## src/rtl/cordic_result_fifo.sv

```systemverilog
// cordic_result_fifo
// Buffers cordic_proc results in a small first-word-fall-through FIFO.
// Each rising edge of data_ready captures one result {quart, phi, y, x}.
// Results leave on a valid/ready stream.
// cp_enable throttles the coprocessor when the FIFO is nearly full.
// A result that arrives while the FIFO is full and not draining is dropped,
// and the sticky overflow flag records the loss.
module cordic_result_fifo #(
    parameter int DATA_WIDTH = 20,
    parameter int PHI_WIDTH  = 22,
    parameter int DEPTH      = 4,
    parameter int AFULL_LVL  = 3
) (
    input  logic                         clk,
    input  logic                         rst,
    input  logic                         enable_i,
    output logic                         cp_enable,
    input  logic                         data_ready,
    input  logic [DATA_WIDTH-1:0]        x_o,
    input  logic [DATA_WIDTH-1:0]        y_o,
    input  logic [PHI_WIDTH-1:0]         phi_o,
    input  logic [1:0]                   quart,
    input  logic                         flush,
    input  logic                         ovf_clr,
    output logic                         m_valid,
    input  logic                         m_ready,
    output logic [DATA_WIDTH-1:0]        m_x,
    output logic [DATA_WIDTH-1:0]        m_y,
    output logic [PHI_WIDTH-1:0]         m_phi,
    output logic [1:0]                   m_quart,
    output logic [$clog2(DEPTH):0]       count,
    output logic                         overflow
);

    localparam int PTR_W   = $clog2(DEPTH);
    localparam int CNT_W   = PTR_W + 1;
    localparam int ENTRY_W = 2 + PHI_WIDTH + 2 * DATA_WIDTH;

    localparam logic [CNT_W-1:0] FULL_CNT  = CNT_W'(DEPTH);
    localparam logic [CNT_W-1:0] AFULL_CNT = CNT_W'(AFULL_LVL);

    logic [ENTRY_W-1:0] r_mem [DEPTH];
    logic [PTR_W-1:0]   r_wr_ptr;
    logic [PTR_W-1:0]   r_rd_ptr;
    logic [CNT_W-1:0]   r_count;
    logic               r_dr_q;
    logic               r_overflow;

    logic               w_cap;
    logic               w_full;
    logic               w_pop;
    logic               w_push;
    logic               w_drop;
    logic [ENTRY_W-1:0] w_wr_entry;
    logic [ENTRY_W-1:0] w_head;

    // A held data_ready level yields a single capture on its rising edge.
    assign w_cap  = data_ready & ~r_dr_q;
    assign w_full = (r_count == FULL_CNT);
    assign w_pop  = m_valid & m_ready & ~flush;

    // A simultaneous pop frees the slot, so a capture at full is still accepted.
    assign w_push = w_cap & (~w_full | (m_valid & m_ready)) & ~flush;
    assign w_drop = w_cap & w_full & ~(m_valid & m_ready) & ~flush;

    assign w_wr_entry = {quart, phi_o, y_o, x_o};

    // Head fields are forced to zero while empty, so unreset storage never leaks out.
    assign m_valid = (r_count != '0);
    assign w_head  = m_valid ? r_mem[r_rd_ptr] : '0;
    assign {m_quart, m_phi, m_y, m_x} = w_head;

    assign count     = r_count;
    assign overflow  = r_overflow;
    assign cp_enable = enable_i & (r_count < AFULL_CNT);

    // Delay flop for data_ready edge detection; it runs through flush.
    always_ff @(posedge clk or posedge rst) begin
        if (rst) begin
            // NOTE: sequential state always uses non-blocking assignments, so every
            // flop samples the pre-edge values regardless of process ordering.
            r_dr_q <= 1'b0;
        end else begin
            r_dr_q <= data_ready;
        end
    end

    // Read/write pointers and occupancy count. Flush overrides push and pop.
    always_ff @(posedge clk or posedge rst) begin
        if (rst) begin
            r_wr_ptr <= '0;
            r_rd_ptr <= '0;
            r_count  <= '0;
        end else if (flush) begin
            r_wr_ptr <= '0;
            r_rd_ptr <= '0;
            r_count  <= '0;
        end else begin
            if (w_push) begin
                r_wr_ptr <= r_wr_ptr + 1'b1;
            end
            if (w_pop) begin
                r_rd_ptr <= r_rd_ptr + 1'b1;
            end
            case ({w_push, w_pop})
                2'b10:   r_count <= r_count + 1'b1;
                2'b01:   r_count <= r_count - 1'b1;
                default: r_count <= r_count;
            endcase
        end
    end

    // Entry storage, written at the tail on each accepted push.
    // NOTE: the storage array has no reset. The count alone decides validity,
    // which keeps the array free of reset wiring.
    always_ff @(posedge clk) begin
        if (w_push) begin
            r_mem[r_wr_ptr] <= w_wr_entry;
        end
    end

    // Sticky overflow flag. A new drop wins over a same-cycle clear.
    always_ff @(posedge clk or posedge rst) begin
        if (rst) begin
            r_overflow <= 1'b0;
        end else if (w_drop) begin
            r_overflow <= 1'b1;
        end else if (ovf_clr) begin
            r_overflow <= 1'b0;
        end
    end

endmodule
```

## config.mk

```make
export PLATFORM = sky130hd
export DESIGN_NAME = cordic_result_fifo
export DESIGN_NICKNAME = d
export VERILOG_FILES = /design/src/rtl/cordic_result_fifo.sv
export SDC_FILE = /design/constraint.sdc
export NUM_CORES = 1
export LEC_CHECK = 0
export ABC_CLOCK_PERIOD_IN_PS = 6300
export BUFFER_PORTS_ARGS = -buffer_cell sky130_fd_sc_hd__buf_2
export CAP_MARGIN = 30
export CELL_PAD_IN_SITES_DETAIL_PLACEMENT = 2
export CELL_PAD_IN_SITES_GLOBAL_PLACEMENT = 2
export CORE_MARGIN = 5
export CORE_UTILIZATION = 47
export DETAILED_ROUTE_END_ITERATION = 10
export PLACE_DENSITY = 0.91
export SYNTH_ARGS = -nofsm -noshare
export SYNTH_HDL_FRONTEND = slang
export SYNTH_SLANG_ARGS = --single-unit
```

## constraint.sdc

```tcl
create_clock -name clk -period 6.3 [get_ports clk]
set_input_delay 0.315 -clock clk [delete_from_list [all_inputs] [get_ports clk]]
set_output_delay 0.315 -clock clk [all_outputs]
set_load 0.1 [all_outputs]
```

==> results_dict.tcl, run 1 <==
set metrics [dict create \
    critPathCaptureType "output pin" \
    post-cts-setup-buffers 0 \
    rows 54 \
    met2_length_mm 14.9 \
    routed_wl_mm 27.1 \
    coreArea_um2 21700 \
    dieArea_um2 24900 \
    ys_top_cells_by_count "edfxtp_1 (256), and2_1 (68), mux4_2 (64)" \
    r2r-start "count[0]$_DFFE_PP0P_" \
    synthToLayoutAreaGrowth_pct 23.0 \
    hold_violations 0 \
    leakagePower_nw 4.40 \
    synth_edf_count 256 \
    met3_length_mm 1.17 \
    synth_top_area_share 0.749 \
    synth.avg_cell_area_um2 22.0 \
    initialDrtViolationCount 386 \
    timing.final.crit_period_ns 3.55 \
    ys.flop_type "edfxtp_1" \
    cp_slowest_cell "dfrtp_4" \
    hp-class "input pin to flop" \
    dr.pass1.iters 4 \
    yosysTopAreaCell "edfxtp_1" \
    synthCells 467 \
    grt_max_degree 66 \
    viasPerCell 5.51 \
    grt_pass1_vias 6124 \
    synth_area_um2 10300 \
    crit_chain "buf_4 > mux4_2 > and2_1 > buf_2" \
    start_kind "flop" \
    ys_ff_latch 265 \
    final_core_util 0.582 \
    path_class "flop to output pin" \
    cts_max_level 1 \
    power_density_nw_per_um2 486 \
    nets 730 \
    setup.worst_path.start "r_rd_ptr[0]$_DFFE_PP0P_" \
    cts_tree "yes" \
    route.detailed.drc 0 \
    crit_path_max_fanout 34 \
    cp_top_family "buffers and inverters" \
    cts_resized 0 \
    slew_headroom 0.313 \
    yosysMostFrequentCell "edfxtp_1" \
    total_power_w 0.00613 \
    yosysSeqAreaShare 0.771 \
    max_stage_delay_ns 0.87 \
    ys_warn_count 0 \
    setup_violations 0 \
    grt_pass1_wl_mm 40.7 \
    drive_gt1_frac 0.386 \
    portBuffers 140 \
    cts.sinks 265 \
    slew_viol_final 0 \
    critPathRequiredTime_ns 5.98 \
    io_pins 141 \
    start_util 0.473 \
    rsz0062_at_grt "false" \
    die_x_um 158 \
    gr-usage-all-layers 0.223 \
    post_drt_wl_per_cell_um 28.3 \
    gp_congestion 0.705 \
    cp.arrival_ns 3.24 \
    cts-root-buf "clkbuf_16" \
    skew_ns 0.00753 \
    clockBufferDepth 3 \
    critPathBufInv 2 \
    status "finished clean" \
    clk_latency_ns 0.53 \
    syn-num-nets 543 \
    cts_made_buffers 28 \
    antenna_found_initial 1 \
    hpwl_mm 16.0 \
    ys_top_cells_by_area "edfxtp_1 (75%), mux4_2 (14%), and2_1 (4.1%)" \
    antenna_left 0 \
    vias 5270 \
    grt-ovfl-total 0 \
    finalCritPeriodShare 0.564 \
    tightest_slew_ns 1.03 \
    tns_ns 0 \
    maxCapViolCount 0 \
    hp-start "y_o[1]" \
    fmax_mhz 282 \
    async_reset_ff_frac 0.0340 \
    met1_length_mm 10.5 \
    clk_pin_slew_ns 0.07 \
    irDropWorstVdd_mv 0.384 \
    synth_cell_types 32 \
    top_layer "met4" \
    die_h_um 158 \
]
==> state kept, by name (all words and copies together) (netlist names) <==
| name | count |
|---|---|
| r_wr_ptr | 2 |
| count | 3 |
| r_rd_ptr | 2 |
| r_dr_q | 1 |
| r_mem | 256 |
| overflow | 1 |
==> path summary, 6_finish.rpt <==
path	end	slack, ns	cells after the start
min in group asynchronous	r_rd_ptr[0]$_DFFE_PP0P_	0.35	3
setup reg to reg	count[2]$_DFFE_PP0P_	3.31	9
hold / removal	r_mem[1][21]$_DFFE_PP_	0.03	1
hold reg to reg	overflow$_DFFE_PP0P_	0.57	2
setup / recovery	m_phi[4]	2.75	4
max in group asynchronous	r_rd_ptr[1]$_DFFE_PP0P_	5.57	3
==> stage by stage <==
stage / instance area (um^2) / worst slack (ns) / hold slack [ns] / instances
6_report: 12600 / 2.75 / 0.0253 / 957
4_1_cts: 12600 / 2.63 / 0.00129 / 954
3_5_place_dp: 11300 / 3.24 / 0.343 / 869
2_1_floorplan: 10300 / 2.83 / 0.143 / 467
5_1_grt: 12600 / 2.52 / 0.000333 / 957
3_3_place_gp: 11200 / 3.27 / 0.306 / 866
==> cells in the final DEF (no fill, tap or decap), drive strengths merged, types with 4 or more instances in the layout <==
| cell | synthesis | final |
|---|---|---|
| and2 | 68 | 68 |
| buf | 14 | 146 |
| bufinv | 0 | 5 |
| clkbuf | 8 | 34 |
| clkinv | 0 | 12 |
| dfrtp | 9 | 9 |
| dlygate4sd3 | 0 | 33 |
| edfxtp | 256 | 256 |
| ha | 4 | 4 |
| inv | 4 | 4 |
| mux4 | 64 | 64 |
| nand2b | 4 | 4 |
| nor2 | 7 | 7 |
==> cells by family (layout without fill, tap and decap cells) <==
family	count (synthesis)	count (layout)	synth area share
DFF	265	265	0.771
and+or+nand+nor	91	91	0.0540
muxes	68	68	0.145
buffers and inverters	26	235	0.0148
AOI/OAI and AO/OA	8	8	0.00500
adders and majority gates	5	5	0.00683
xor gates and xnor gates	4	4	0.00342
other	0	1	0
==> repair_timing <==
| item | 4_1_cts | 5_1_grt |
|---|---|---|
| endpoints found under the setup margin | 0 | 0 |
| hold endpoints to repair | 130 | 0 |
| hold buffers | 33 | 0 |
==> where the power goes <==
part           switching, W  leakage (nW)  internal, W
Sequential        0.0000909          2.43      0.00197
Clock              0.000680         0.467      0.00104
Combinational       0.00185          1.50     0.000491
Total               0.00262          4.40      0.00350
==> final cells by class <==
| type | instances | area (um^2) |
|---|---|---|
| Clock inverter | 18 | 210 |
| Fill cell | 1789 | 9070 |
| Timing Repair Buffer | 179 | 1170 |
| Clock buffer | 34 | 744 |
| Inverter | 4 | 15.0 |
| Sequential cell | 265 | 7920 |
| Antenna cell | 1 | 2.50 |
| Tap cell | 280 | 350 |
| Multi-Input combinational cell | 176 | 2200 |
==> per-layer routing <==
metal,vias to the layer above,global-route usage
met5,-,0
met4,0,0.0479
met3,44,0.0394
met2,168,0.409
met1,2798,0.278
li1,2260,-
No activity file was read; power rests on OpenSTA's default activity.
==> inputs of run 2 (changes only) <==
==> config.mk (replaced) <==
export PLATFORM = sky130hd
export DESIGN_NAME = cordic_result_fifo
export DESIGN_NICKNAME = d
export VERILOG_FILES = /design/src/rtl/cordic_result_fifo.sv
export SDC_FILE = /design/constraint.sdc
export NUM_CORES = 1
export LEC_CHECK = 0
export ABC_AREA = 1
export ABC_CLOCK_PERIOD_IN_PS = 3260
export BUFFER_PORTS_ARGS = -buffer_cell sky130_fd_sc_hd__buf_2
export CAP_MARGIN = 30
export CELL_PAD_IN_SITES_DETAIL_PLACEMENT = 2
export CELL_PAD_IN_SITES_GLOBAL_PLACEMENT = 2
export CORE_MARGIN = 5
export CORE_UTILIZATION = 35
export DETAILED_ROUTE_END_ITERATION = 10
export PLACE_DENSITY = 0.82
export SYNTH_ARGS = -nofsm -noshare
export SYNTH_HDL_FRONTEND = slang
export SYNTH_SLANG_ARGS = --single-unit
==> constraint.sdc (replaced) <==
create_clock -name clk -period 3.26 [get_ports clk]
set_input_delay 0.163 -clock clk [delete_from_list [all_inputs] [get_ports clk]]
set_output_delay 0.163 -clock clk [all_outputs]
set_load 0.1 [all_outputs]
==> run 2 against run 1 <==
Total power is 26% higher. Critical endpoint is now m_x[0]. Critical path depth is 2 higher. Worst setup slack worse by 2.5 ns. Clock skew is 0.0036 ns higher. Clock power is 77% higher. First-iteration DRC count is 8.3% higher. Clock-buffer cell count is 7 higher. Non-clock buffer count is 44 higher. Core utilization is 13 points lower. Sequential share of layout area is 3.0 points lower. Synthesized cell count is 78% higher.
==> results_dict.tcl, run 2 <==
set metrics [dict create \
    p_int_w 0.00570 \
    clockBufferDepth 3 \
    power_frac_seq 0.493 \
    antenna_cells 0 \
    place_area_um2 11700 \
    rows 63 \
    r2r_cells 5 \
    leakagePower_nw 4.88 \
    nets 1116 \
    grt_max_degree 78 \
    finalNonFillerCells 1451 \
    p_sw_frac 0.262 \
    synth_edf_count 256 \
    timing.final.crit_period_ns 3.02 \
    yosys.area_share.simple 0.109 \
    layout_commonest_cell "nor2_1" \
    synth.avg_cell_area_um2 12.6 \
    skew_ns 0.0111 \
    grt_pass1_vias 8498 \
    endpoint "m_x[0]" \
    tightest_slew_ns 0.892 \
    max_flop_register "r_mem" \
    coreArea_um2 29600 \
    post_drt_wl_per_cell_um 21.6 \
    dieArea_um2 33500 \
    ys_warn_count 0 \
    maxCapViolCount 0 \
    setup.worst_path.start "r_rd_ptr[0]$_DFFE_PP0P_" \
    cts.sinks 265 \
    grt_pass1_wl_mm 48.7 \
    r2r-start "count[1]$_DFFE_PP0P_" \
    post-route-cell-area_um2 13200 \
    r2r_slack_ns 1.05 \
    async_reset_ff_frac 0.0340 \
    met3_length_mm 1.15 \
    tns_ns 0 \
    synth_adder_area_share 0.00669 \
    path_class "flop to output pin" \
    cp_common_cell "nor2_1" \
    cp.arrival_ns 2.85 \
    io_pins 141 \
    mostFrequentLayoutCells "nor2_1 (259), edfxtp_1 (256), buf_2 (140)" \
    start_kind "flop" \
    hold_violations 0 \
    antenna_left 0 \
    synth_top_area_share 0.734 \
    slew_viol_final 0 \
    rsz0062_at_grt "false" \
    yosysMostFrequentCell "nor2_1" \
    cts_tree "yes" \
    die_h_um 183 \
    multi_input_area_um2 2260 \
    slew_headroom 0.405 \
    cts-root-buf "clkbuf_16" \
    yosysTopAreaCell "edfxtp_1" \
    seqCellArea_um2 7920 \
    total_power_w 0.00773 \
    r2r_end "r_mem[2][55]$_DFFE_PP_" \
    finalCritPeriodShare 0.926 \
    clk_pin_slew_ns 0.06 \
    start_util 0.354 \
    max_stage_delay_ns 0.76 \
    die_x_um 183 \
    route.detailed.drc 0 \
    synth_top_family_by_area "simple AND/OR/NAND/NOR gates" \
    drive_gt1_frac 0.195 \
    synth_cell_types 24 \
    synthCells 833 \
    hp-class "input pin to asynchronous set/reset pin" \
    top_layer "met5" \
    syn-num-nets 909 \
    synth_area_um2 10500 \
    ys_top_cells_by_count "nor2_1 (263), edfxtp_1 (256), o21ai_0 (131)" \
    initialDrtViolationCount 418 \
    synthToLayoutAreaGrowth_pct 26.3 \
    cts_resized 0 \
    p_sw_w 0.00202 \
    power_density_nw_per_um2 584 \
    cts_max_level 1 \
    crit_chain "buf_4 > nor2_1 > nor2_1 > o21ai_0 > a21oi_1 > buf_2" \
    routed_wl_mm 31.4 \
    synth_compound_area_frac 0.0965 \
    p_comb_frac 0.113 \
    gp_congestion 0.726 \
    grt-ovfl-total 0 \
    ys_ff_latch 265 \
    vias 7351 \
    critPathCaptureType "output pin" \
    status "finished clean" \
    ys.flop_type "edfxtp_1" \
    cp_slowest_cell "dfrtp_4" \
    place_inst 1329 \
    fmax_mhz 331 \
    ys_top_cells_by_area "edfxtp_1 (73%), nor2_1 (9.4%), o21ai_0 (6.3%)" \
    post-cts-setup-buffers 0 \
    cts_made_buffers 30 \
    synth_xor_xnor_area_share 0.000836 \
    portBuffers 140 \
    met1_length_mm 12.4 \
    yosysSeqAreaShare 0.755 \
    largest_reg_flops 256 \
    critPathRequiredTime_ns 3.10 \
    pre_cts_slack_ns 0.861 \
    irDropWorstVdd_mv 0.409 \
    antenna_found_initial 3 \
    hpwl_mm 17.7 \
    viasPerCell 5.07 \
    n_fill_cell 2979 \
    setup_violations 0 \
    p_clk_frac 0.394 \
    met2_length_mm 17.1 \
    crit_path_max_fanout 41 \
    synth_mux_area_frac 0 \
    dr.pass1.iters 4 \
    clk_latency_ns 0.55 \
    fin_ws_ns 0.242 \
    gr-usage-all-layers 0.186 \
]
[run 2: repair_timing]
action	in CTS	in global routing
hold buffers	69	0
setup endpoints to repair	0	0
hold endpoints to repair	271	0
[run 2: critical path, delay by kind of cell, from the launching register on]
family	cells	cell delay, ns
and+or+nand+nor	2	0.18
DFF	1	0.76
buffers and inverters	2	0.93
AOI/OAI and AO/OA	2	0.39
[run 2: power by group through the flow]
| stage | registers [W] | logic (W) | clock network [W] |
|---|---|---|---|
| finish | 0.00381 | 0.000876 | 0.00304 |
| global route | 0.00381 | 0.000930 | 0.00327 |
| CTS | 0.00381 | 0.000883 | 0.00311 |
| detailed placement | 0.00388 | 0.000811 | 0 |
| global placement | 0.00387 | 0.000786 | 0 |
| floorplan | 0.00387 | 0.000581 | 0 |
[run 2: logic make-up after synthesis]
group / after synthesis
AOI/OAI and AO/OA: 201
xor gates and xnor gates: 1
adders and majority gates: 5
buffers and inverters: 68
DFF: 265
and+or+nand+nor: 293
[run 2: routing by layer]
layer  vias to the layer above  track usage
met5                         -            0
met3                        53       0.0284
met1                      3782        0.218
met4                         6       0.0420
li1                       3348            -
met2                       162        0.357
[run 2: cell type report]
| type | instances | share of cell area |
|---|---|---|
| Timing Repair Buffer | 223 | 0.123 |
| Clock inverter | 12 | 0.00425 |
| Sequential cell | 265 | 0.598 |
| Multi-Input combinational cell | 500 | 0.171 |
| Clock buffer | 41 | 0.0614 |
| Inverter | 20 | 0.00577 |
| Tap cell | 390 | 0.0369 |
[run 2: how the worst min path moves through the flow]
stage          start                       to  slack, ns  depth (start not counted)
2_1_floorplan    rst     count[0]$_DFFE_PP0P_     -0.009                          1
3_3_place_gp     rst     overflow$_DFFE_PP0P_       0.16                          2
3_5_place_dp     rst     overflow$_DFFE_PP0P_       0.19                          2
4_1_cts          rst  r_wr_ptr[0]$_DFFE_PP0P_       0.14                          3
5_1_grt          rst  r_wr_ptr[0]$_DFFE_PP0P_       0.21                          3
6_report         rst  r_wr_ptr[0]$_DFFE_PP0P_       0.18                          3
[run 2: per-stage QoR]
| step | util | hold slack [ns] |
|---|---|---|
| 2_1_floorplan | - | -0.00908 |
| 3_3_place_gp | 0.395 | 0.162 |
| 3_5_place_dp | 0.395 | 0.185 |
| 4_1_cts | 0.448 | 0.143 |
| 5_1_grt | 0.448 | 0.209 |
| 6_report | 0.448 | 0.180 |
==> inputs of run 3 (changes only) <==
--- a/config.mk
+++ b/config.mk
@@ -14,7 +14,8 @@
 export CORE_MARGIN = 5
 export CORE_UTILIZATION = 35
 export DETAILED_ROUTE_END_ITERATION = 10
-export PLACE_DENSITY = 0.82
+export HOLD_SLACK_MARGIN = 0.05
+export PLACE_DENSITY_LB_ADDON = 0.1
 export SYNTH_ARGS = -nofsm -noshare
 export SYNTH_HDL_FRONTEND = slang
 export SYNTH_SLANG_ARGS = --single-unit
==> run 3 against run 2 <==
Combinational power decreased by 1%. Largest cell class unchanged. Cell area increased by 0.44%. Sequential cell count unchanged. Routed wire length decreased by 7.2%. Sequential power about the same. Critical endpoint is now m_x[3]. Sequential share of layout area decreased by 0.26 points. Fmax increased by 3.5%. Highest routed layer is now met4. Core utilization increased by 0.20 points. Non-clock buffer count increased by 2.
==> results_dict.tcl, run 3 (synthesis results as in run 2) <==
set metrics [dict create \
    status "finished clean" \
    dr.pass1.iters 4 \
    post-route-cell-area_um2 13300 \
    cts_tree "yes" \
    start_kind "flop" \
    layout_commonest_cell "nor2_1" \
    irDropWorstVdd_mv 0.349 \
    hp-class "input pin to asynchronous set/reset pin" \
    fin_ws_ns 0.344 \
    multi_input_area_um2 2260 \
    grt-ovfl-total 0 \
    tightest_slew_ns 0.669 \
    grtUsageMet1 0.225 \
    grt_max_degree 75 \
    grt_pass1_vias 8092 \
    cts-root-buf "clkbuf_16" \
    max_flop_register "r_mem" \
    nets 1118 \
    setup_violations 0 \
    die_h_um 183 \
    viasPerCell 4.93 \
    finalCritPeriodShare 0.894 \
    fmax_mhz 343 \
    power_density_nw_per_um2 591 \
    grt_pass1_wl_mm 45.7 \
    leakagePower_nw 4.92 \
    route.detailed.drc 0 \
    mostFrequentLayoutCells "nor2_1 (259), edfxtp_1 (256), buf_2 (140)" \
    portBuffers 140 \
    routed_wl_mm 29.1 \
    post_drt_wl_per_cell_um 20.0 \
    clk_latency_ns 0.55 \
    io_pins 141 \
    dieArea_um2 33500 \
    grt_use_met2 0.309 \
    path_class "flop to output pin" \
    antenna_found_initial 1 \
    top_usage_layer "met2" \
    cts_max_level 1 \
    slew_viol_final 0 \
    synthToLayoutAreaGrowth_pct 26.9 \
    n_fill_cell 2985 \
    cp.arrival_ns 2.75 \
    gr-usage-all-layers 0.173 \
    grtUsageMet3 0.0258 \
    antenna_left 0 \
    place_area_um2 11700 \
    hold_violations 0 \
    cts.sinks 265 \
    skew_ns 0.0113 \
    timing.final.crit_period_ns 2.92 \
    largest_reg_flops 256 \
    seqCellArea_um2 7920 \
    vias 7178 \
    cts_made_buffers 30 \
    clk_pin_slew_ns 0.06 \
    rows 63 \
    crit_path_max_fanout 48 \
    drive_gt1_frac 0.199 \
    clockBufferDepth 3 \
    slew_headroom 0.553 \
    pre_cts_slack_ns 0.852 \
    critPathCaptureType "output pin" \
    holdWs_ns 0.159 \
    gp_congestion 0.685 \
    hpwl_mm 16.4 \
    rsz0062_at_grt "false" \
    initialDrtViolationCount 312 \
    critPathRequiredTime_ns 3.10 \
    coreArea_um2 29600 \
    maxCapViolCount 0 \
    start_util 0.354 \
    r2r_cells 12 \
    die_x_um 183 \
    tns_ns 0 \
]
## run 3: power by group
part / leakage [nW] / switching (W) / internal [W] / total (W)
Sequential: 2.43 / 0.0000249 / 0.00378 / 0.00381
Clock: 0.452 / 0.00130 / 0.00188 / 0.00319
Combinational: 2.04 / 0.000672 / 0.000195 / 0.000867
Total: 4.92 / 0.00200 / 0.00586 / 0.00786
## run 3: layout make-up
type                            instances  share of cell area
Sequential cell                       265               0.596
Multi-Input combinational cell        500               0.170
Timing Repair Buffer                  225               0.121
Clock buffer                           45              0.0646
Tap cell                              390              0.0367
Inverter                               20             0.00574
Clock inverter                         11             0.00565
Antenna cell                            1            0.000188
## run 3: per-layer routing
layer  vias up  routed length (um)  share of wire
li1       3354                   -              -
met1      3658               12900           0.44
met2       128               14700           0.51
met3        38                1030          0.035
met4         0                 425          0.015
met5         -                   0              0
## run 3: path summary, 6_finish.rpt
| check | from | end | slack [ns] |
|---|---|---|---|
| hold reg to reg | r_wr_ptr[1]$_DFFE_PP0P_ | r_wr_ptr[1]$_DFFE_PP0P_ | 0.66 |
| min in group clk | data_ready | r_dr_q$_DFF_PP0_ | 0.31 |
| hold / removal | rst | r_wr_ptr[0]$_DFFE_PP0P_ | 0.16 |
| max in group asynchronous | rst | r_rd_ptr[0]$_DFFE_PP0P_ | 2.75 |
| setup / recovery | r_rd_ptr[0]$_DFFE_PP0P_ | m_x[3] | 0.34 |
| setup reg to reg | count[0]$_DFFE_PP0P_ | count[2]$_DFFE_PP0P_ | 1.06 |
## run 3: stage by stage
stage | instances | power [W] | utilization
3_3_place_gp | 1330 | 0.00467 | 0.394
4_1_cts | 1456 | 0.00795 | 0.450
6_report | 1457 | 0.00786 | 0.450
5_1_grt | 1457 | 0.00817 | 0.450
3_5_place_dp | 1330 | 0.00469 | 0.394
2_1_floorplan | 833 | 0.00446 | -
## run 3: repair_timing
action | CTS | global route
resized for setup | 0 | 0
buffers inserted | 0 | 0
hold endpoints to repair | 272 | 0
hold buffers | 70 | 0
## run 3: worst max-delay path, stage by stage (launching register included)
cell     delay [ns]
dfrtp_4        0.79
buf_4          0.42
nor2_1         0.10
nor2_1         0.10
o21ai_0        0.09
a21oi_1        0.21
buf_2          0.46
